<file path="config.mk">
export PLATFORM = sky130hd
export DESIGN_NAME = mem_bus_bridge_flat
export DESIGN_NICKNAME = d
export VERILOG_FILES = /design/src/rtl/mem_bus_bridge_if.sv /design/src/rtl/mem_bus_bridge.sv /design/src/flat_wrapper.sv
export SDC_FILE = /design/constraint.sdc
export NUM_CORES = 1
export LEC_CHECK = 0
export ABC_AREA = 1
export BUFFER_PORTS_ARGS = -buffer_cell sky130_fd_sc_hd__buf_2
export CAP_MARGIN = 30
export CORE_MARGIN = 8
export CORE_UTILIZATION = 50
export DETAILED_ROUTE_END_ITERATION = 12
export PLACE_DENSITY = 0.85
export SLEW_MARGIN = 5
export SYNTH_ARGS = -nofsm -noshare
export SYNTH_HDL_FRONTEND = slang
export SYNTH_SLANG_ARGS = --single-unit
</file>
<file path="constraint.sdc">
create_clock -name clk -period 10 [get_ports clk]
set_clock_uncertainty 0.2 [all_clocks]
set_input_delay 1 -clock clk [delete_from_list [all_inputs] [get_ports clk]]
set_output_delay 1 -clock clk [all_outputs]
set_load 0.02 [all_outputs]
</file>
<file path="src/rtl/mem_bus_bridge_if.sv">
// Data-bus handshake bundle between the load/store bridge and memory.
// The bridge drives requests; the memory side returns ack and read data.
interface mem_bus_bridge_if;
    logic        bus_req;
    logic        bus_we;
    logic [31:0] bus_addr;
    logic [31:0] bus_wdata;
    logic [3:0]  bus_wstrb;
    logic        bus_ack;
    logic [31:0] bus_rdata;
    logic        bus_err;

    modport master (
        output bus_req,
        output bus_we,
        output bus_addr,
        output bus_wdata,
        output bus_wstrb,
        output bus_err,
        input  bus_ack,
        input  bus_rdata
    );

    modport slave (
        input  bus_req,
        input  bus_we,
        input  bus_addr,
        input  bus_wdata,
        input  bus_wstrb,
        input  bus_err,
        output bus_ack,
        output bus_rdata
    );
endinterface

</file>
<file path="src/rtl/mem_bus_bridge.sv">
// Memory-stage load/store sequencer onto a req/ack bus (IDLE -> BUSY -> DONE).
// Optional LSU_TIMEOUT_EN adds a BUSY watchdog with a sticky bus_err flag.
module mem_bus_bridge #(
    parameter int unsigned TIMEOUT_CYCLES = 255,
    parameter logic [31:0] ERR_DATA       = 32'hDEADBEEF
) (
    input  logic              clk,
    input  logic              reset,
    input  logic              mem_readM,
    input  logic              mem_writeM,
    input  logic              store_typeM,
    input  logic [31:0]       addrM,
    input  logic [31:0]       wdataM,
    output logic [31:0]       read_dataM,
    output logic              stall_mem,
    mem_bus_bridge_if.master  bus
);

    typedef enum logic [1:0] {
        IDLE = 2'd0,
        BUSY = 2'd1,
        DONE = 2'd2
    } state_t;

    if (TIMEOUT_CYCLES < 1) begin : g_bad_cfg
        $error("mem_bus_bridge: TIMEOUT_CYCLES must be at least 1");
    end

    state_t      state_q, state_d;
    logic        req_q, req_d;
    logic        we_q, we_d;
    logic [31:0] addr_q, addr_d;
    logic [31:0] wdata_q, wdata_d;
    logic [3:0]  wstrb_q, wstrb_d;
    logic [31:0] rdata_q, rdata_d;
    logic        access;
    logic        timeout;

`ifdef LSU_TIMEOUT_EN
    localparam int unsigned CW = $clog2(TIMEOUT_CYCLES + 1);

    logic [CW-1:0] cnt_q, cnt_d;
    logic          err_q, err_d;

    // Fires on the TIMEOUT_CYCLES-th BUSY cycle that still has no ack.
    assign timeout = (cnt_q == CW'(TIMEOUT_CYCLES - 1));
    assign bus.bus_err = err_q;
`else
    assign timeout = 1'b0;
    assign bus.bus_err = 1'b0;
`endif

    assign access    = mem_readM | mem_writeM;
    assign stall_mem = access & (state_q != DONE);

    assign read_dataM    = rdata_q;
    assign bus.bus_req   = req_q;
    assign bus.bus_we    = we_q;
    assign bus.bus_addr  = addr_q;
    assign bus.bus_wdata = wdata_q;
    assign bus.bus_wstrb = wstrb_q;

    always_comb begin
        state_d = state_q;
        req_d   = req_q;
        we_d    = we_q;
        addr_d  = addr_q;
        wdata_d = wdata_q;
        wstrb_d = wstrb_q;
        rdata_d = rdata_q;
`ifdef LSU_TIMEOUT_EN
        cnt_d   = cnt_q;
        err_d   = err_q;
`endif
        unique case (state_q)
            IDLE: begin
                if (access) begin
                    state_d = BUSY;
                    req_d   = 1'b1;
                    we_d    = mem_writeM;
                    addr_d  = {addrM[31:2], 2'b00};
`ifdef LSU_TIMEOUT_EN
                    cnt_d   = '0;
`endif
                    if (!mem_writeM) begin
                        wstrb_d = 4'b0000;
                        wdata_d = '0;
                    end else if (store_typeM) begin
                        wstrb_d = 4'b0001 << addrM[1:0];
                        wdata_d = {4{wdataM[7:0]}};
                    end else begin
                        wstrb_d = 4'b1111;
                        wdata_d = wdataM;
                    end
                end
            end
            BUSY: begin
                // Ack wins over a watchdog expiry in the same cycle.
                if (bus.bus_ack) begin
                    state_d = DONE;
                    req_d   = 1'b0;
                    if (!we_q) rdata_d = bus.bus_rdata;
                end else if (timeout) begin
                    state_d = DONE;
                    req_d   = 1'b0;
                    if (!we_q) rdata_d = ERR_DATA;
`ifdef LSU_TIMEOUT_EN
                    err_d   = 1'b1;
`endif
                end else begin
`ifdef LSU_TIMEOUT_EN
                    cnt_d   = cnt_q + 1'b1;
`endif
                end
            end
            DONE: begin
                state_d = IDLE;
            end
            default: begin
                state_d = IDLE;
                req_d   = 1'b0;
            end
        endcase
    end

    always_ff @(posedge clk or posedge reset) begin
        if (reset) begin
            state_q <= IDLE;
            req_q   <= 1'b0;
            we_q    <= 1'b0;
            addr_q  <= '0;
            wdata_q <= '0;
            wstrb_q <= '0;
            rdata_q <= '0;
`ifdef LSU_TIMEOUT_EN
            cnt_q   <= '0;
            err_q   <= 1'b0;
`endif
        end else begin
            state_q <= state_d;
            req_q   <= req_d;
            we_q    <= we_d;
            addr_q  <= addr_d;
            wdata_q <= wdata_d;
            wstrb_q <= wstrb_d;
            rdata_q <= rdata_d;
`ifdef LSU_TIMEOUT_EN
            cnt_q   <= cnt_d;
            err_q   <= err_d;
`endif
        end
    end

endmodule

</file>
<file path="src/flat_wrapper.sv">
// flat-port wrapper written by rule: the top's interface ports become plain ports
module mem_bus_bridge_flat 
#(
    parameter int unsigned TIMEOUT_CYCLES = 255,
    parameter logic [31:0] ERR_DATA       = 32'hDEADBEEF
)
  (clk, reset, mem_readM, mem_writeM, store_typeM, addrM, wdataM, read_dataM, stall_mem, bus_bus_req, bus_bus_we, bus_bus_addr, bus_bus_wdata, bus_bus_wstrb, bus_bus_err, bus_bus_ack, bus_bus_rdata);
  mem_bus_bridge_if bus_i ();
  input  logic clk;
  input  logic reset;
  input  logic mem_readM;
  input  logic mem_writeM;
  input  logic store_typeM;
  input  logic [31:0] addrM;
  input  logic [31:0] wdataM;
  output logic [31:0] read_dataM;
  output logic stall_mem;
  output wire logic [$bits(bus_i.bus_req)-1:0] bus_bus_req;
  output wire logic [$bits(bus_i.bus_we)-1:0] bus_bus_we;
  output wire logic [$bits(bus_i.bus_addr)-1:0] bus_bus_addr;
  output wire logic [$bits(bus_i.bus_wdata)-1:0] bus_bus_wdata;
  output wire logic [$bits(bus_i.bus_wstrb)-1:0] bus_bus_wstrb;
  output wire logic [$bits(bus_i.bus_err)-1:0] bus_bus_err;
  input wire logic [$bits(bus_i.bus_ack)-1:0] bus_bus_ack;
  input wire logic [$bits(bus_i.bus_rdata)-1:0] bus_bus_rdata;
  assign bus_bus_req = bus_i.bus_req;
  assign bus_bus_we = bus_i.bus_we;
  assign bus_bus_addr = bus_i.bus_addr;
  assign bus_bus_wdata = bus_i.bus_wdata;
  assign bus_bus_wstrb = bus_i.bus_wstrb;
  assign bus_bus_err = bus_i.bus_err;
  assign bus_i.bus_ack = bus_bus_ack;
  assign bus_i.bus_rdata = bus_bus_rdata;
  mem_bus_bridge #(.TIMEOUT_CYCLES(TIMEOUT_CYCLES), .ERR_DATA(ERR_DATA)) u_core (.clk(clk), .reset(reset), .mem_readM(mem_readM), .mem_writeM(mem_writeM), .store_typeM(store_typeM), .addrM(addrM), .wdataM(wdataM), .read_dataM(read_dataM), .stall_mem(stall_mem), .bus(bus_i));
endmodule
</file>
# ---- Word level (Yosys, flattened, before mapping)
# Index checks and enable logic that the tools add are counted.
dict set report op_classes {
  n_eq_ne 5
  shifts 1
  n_reduce_logical 5
  mux 10
  bitwise_logic 4
}
# op count
set ops {}
lappend ops {{2-to-1 mux 32 bit} 2}
lappend ops {{2-to-1 mux 4 bit} 2}
lappend ops {{AND reduction 3 bit} 2}
lappend ops {{2-to-1 mux 2 bit} 2}
lappend ops {{inequality test 2 bit, second input constant} 2}
lappend ops {{one-hot mux 2 bit (2 select lines)} 1}
lappend ops {{AND reduction 2 bit} 2}
lappend ops {{left shift 1 x 2 -> 4 bit, first input constant} 1}
lappend ops {{one-hot mux 1 bit (3 select lines)} 1}
lappend ops {{== test 2 x 1 -> 1 bit, second input constant} 1}
lappend ops {{== test 2 bit, second input constant} 1}
lappend ops {{zero test 2 bit} 1}
lappend ops {{2-to-1 mux 1 bit} 2}
lappend ops {{inequality test 2 x 1 -> 1 bit, second input constant} 1}
lappend ops {{NOT 1 bit} 2}
lappend ops {{AND 1 bit} 1}
lappend ops {{bitwise OR 1 bit} 1}
dict set report totals {
  input_bits 102
  ff_bits 102
  elab_cells 32
  out_inout_bits 104
}

# ---- Depth between registers and ports, before layout
dict set report logic_depth {
  ltp_word 3
  mapped_depth 8
}

# ---- Worst setup path before layout
# OpenSTA, ideal clock, no wires.
dict set report synth_path {
  path_kind {in2out}
  from {in mem_writeM}
  to {out stall_mem}
  slack_ns 7.140
  t_arrival_ns 1.660
  cell_stages 5
  cell_sequence {buf_4 -> inv_2 -> nand2_2 -> buf_2 -> o21a_1}
}
dict set report synth_via {
  elab_chain_cells 2
}
# element line_no
set synth_rtl {}
lappend synth_rtl {{start: declaration} flat_wrapper.sv:12} ;# input logic mem_writeM;
lappend synth_rtl {{bitwise OR 1 bit} mem_bus_bridge.sv:53} ;# assign access = mem_readM | mem_writeM;
lappend synth_rtl {{AND 1 bit} mem_bus_bridge.sv:54} ;# assign stall_mem = access & (state_q != DONE);
lappend synth_rtl {{end: declaration} flat_wrapper.sv:17} ;# output logic stall_mem;
# Every way passes these cells.

# ---- Worst setup path in the final report
# Same ends and word-level chain as after synthesis.

==> results.py <==
metrics = {
    "synth": {
        "synth_cells": 520,
        "synth.ff_latch_count": 102,
        "yosysWarnings": 0,
        "ys_seq_area_share_pct": 59.2,
        "netlist-cell-type-count": 17,
        "avgSynthCellArea_um2": 8.29,
        "syn-cell-area_um2": 4310,
    },
    "setup_path": {
        "crit_type": "primary input to output pin",
        "r2r.worst_path.cells": 5,
        "critPathBufInv": 3,
        "reg2reg_setup_slack_ns": 7.96,
        "reg2reg_from": "u_core.state_q[1]",
        "crit_top_cell": "buf_2",
        "worstPathMaxFanout": 32,
        "cp_slowest_stage_delay_ns": 0.43,
        "worst_setup_path_start_kind": "primary input",
        "cpMaxStageDelayCell": "nand2_2",
        "cp.required_ns": 8.80,
        "crit_family": "buffers and inverters",
        "end_kind": "output pin",
        "r2r_end": "u_core.read_dataM[17]",
        "cp_cell_sequence": "buf_2, inv_2, nand2_2, o21a_1, buf_2",
        "cp.arrival_ns": 2.09,
    },
    "power_and_ir_drop": {
        "leakagePower_nw": 3.40,
        "vdd_drop_max_uv": 163,
        "power_mw": 1.84,
        "power_density_nw_per_um2": 331,
    },
    "finish": {
        "layout-drive-gt1-share_pct": 32.7,
        "final_cells": 821,
        "antennaDiodeCount": 0,
        "fin_area_um2": 5560,
        "fin_nets": 810,
        "fin_util_pct": 65.0,
        "syn_to_final_growth_pct": 28.9,
    },
    "timing": {
        "worstMarginPinSlew_ns": 0.691,
        "slew_headroom_pct": 53.8,
        "fmax_ghz": 0.304,
        "slew_viol_final": 0,
        "finalSetupViolCount": 0,
        "rsz0062_at_grt": "no",
        "finalHoldViolations": 0,
        "fin_tns_setup_ns": 0,
        "layout_worst_path_cycle_share_pct": 32.9,
        "hold-worst-slack_ns": 0.271,
        "layout_setup_ws_ns": 6.71,
        "finalCriticalPeriod_ns": 3.29,
    },
    "clock_network": {
        "clock_latency_ns": 0.34,
        "clkTransAtPathRegs_ns": 0.10,
        "htreeDepth": 3,
        "cts_resized": 0,
        "cts_tree": "yes",
        "cts_made_buffers": 9,
        "cts_setup_buffers": 0,
        "ctsHoldBuffers": 0,
        "clock_sinks": 102,
        "root_buffer": "clkbuf_8",
        "clock_path_buffers": 2,
    },
    "detailed_routing": {
        "firstDrtPassIters": 5,
        "drt-wirelength-per-cell_um": 15.1,
        "wirelength_um": 12400,
        "num_vias": 4097,
        "drtIter0Drc": 252,
        "antenna_left": 0,
        "routed_via_density": 4.99,
        "route.detailed.drc": 0,
    },
    "min_path": {
        "worstHoldPathCells": 2,
        "min_to": "u_core.bus.bus_addr[17]",
        "min_from": "u_core.bus.bus_addr[17]",
        "min_path_type": "register to register",
    },
    "die": {
        "die_h_um": 109,
        "die_w_um": 109,
        "num_rows": 34,
        "io_pins": 206,
        "initial_core_util_pct": 50.4,
        "coreArea_um2": 8550,
        "fp.dieArea_um2": 11900,
    },
    "run_status": {
        "status": "finished clean",
    },
    "global_route": {
        "track_usage_pct": 20.5,
        "grt_max_degree": 54,
        "grt_pass1_vias": 4063,
        "grt-ovfl-total": 0,
        "grt_pass1_wl_um": 19600,
        "antenna_found_initial": 0,
    },
    "placement": {
        "portBuffers": 202,
        "place_area_um2": 5320,
        "dp_cells": 804,
        "place_worst_setup_slack_ns": 6.72,
        "dp_hpwl_um": 9250,
        "gp_congestion": 0.832,
    },
    "job": {
        "drv_cap": 0,
    },
}
## worst max-delay path by stage
stage	depth (start not counted)	slack (ns)	endpoint	startpoint
floorplan	1	6.12	u_core.bus.bus_addr[10]	reset
global placement	6	6.41	u_core.read_dataM[1]	bus_bus_ack
detailed placement	5	6.72	stall_mem	mem_writeM
CTS	5	6.72	stall_mem	mem_writeM
global route	5	6.61	stall_mem	mem_writeM
finish	5	6.71	stall_mem	mem_writeM
## power by group
group | leakage, nW | switching, mW | internal [mW]
logic | 2.01 | 0.590 | 0.266
clock network | 0.103 | 0.138 | 0.131
registers | 1.28 | 0.111 | 0.605
## synthesized netlist by cell type, drive strengths merged
| cell type | n | share of area [%] |
|---|---|---|
| dfrtp | 102 | 59 |
| o21ai | 2 | 0.23 |
| inv | 10 | 0.87 |
| buf | 32 | 4.6 |
| o21a | 1 | 0.17 |
| nand2 | 296 | 26 |
| nor3 | 1 | 0.12 |
| nor2 | 4 | 0.64 |
| nand3 | 70 | 8.1 |
| conb | 1 | 0.087 |
| clkbuf | 1 | 0.087 |
## area by class of cell
cell class	count	area, um2
Fill cell	718	2990
Sequential cell	102	2550
Multi-Input combinational cell	377	1530
Timing Repair Buffer	208	1090
Clock buffer	12	155
Tap cell	108	135
Clock inverter	4	55.1
Inverter	10	40.0
## registers in the layout (all words and copies together), names as in the netlist
| register | flops |
|---|---|
| u_core.bus.bus_we | 1 |
| u_core.bus.bus_wdata | 32 |
| u_core.bus.bus_addr | 30 |
| u_core.bus.bus_req | 1 |
| u_core.bus.bus_wstrb | 4 |
| u_core.state_q | 2 |
| u_core.read_dataM | 32 |
## worst register-to-register path: stages, from the launching register on
cell and delay, ns:
dfrtp_1 0.46, nor2_4 0.59, nand2_1 0.31, buf_16 0.26, nand2_1 0.08, nand2_1 0.05
## cell usage in the layout (no fill, tap or decap)
cell        netlist  final
nor3_1            1      1
buf_4             8      3
o21ai_0           2      2
clkbuf_8          0     11
nand3_1          70     70
o21a_1            1      1
clkinvlp_4        0      1
nor2_4            1      1
bufinv_16         0      1
nand2_2           2      2
buf_8             0      2
clkinv_4          0      2
clkbuf_1          1      1
buf_16            0      1
nor2_2            2      3
buf_2            21    202
dfrtp_1         102    102
inv_4             0      1
inv_2             3      3
nand2_1         294    294
conb_1            1      3
inv_1             7      6
## cells by family (layout without fill, tap and decap cells)
family | after synthesis | in the layout | synth area share, %
simple gates | 371 | 371 | 34.8
flops | 102 | 102 | 59.2
buf+inv | 43 | 234 | 5.57
compound gates | 3 | 3 | 0.406
other cells | 1 | 3 | 0.0869
## layer usage
metal / share of wire (%) / GRT usage (%)
met3: 12 / 7.62
met4: 1.1 / 6.35
met1: 39 / 25.6
met5: 0 / 0
met2: 48 / 32.5
No activity file was read; power rests on OpenSTA's default activity.
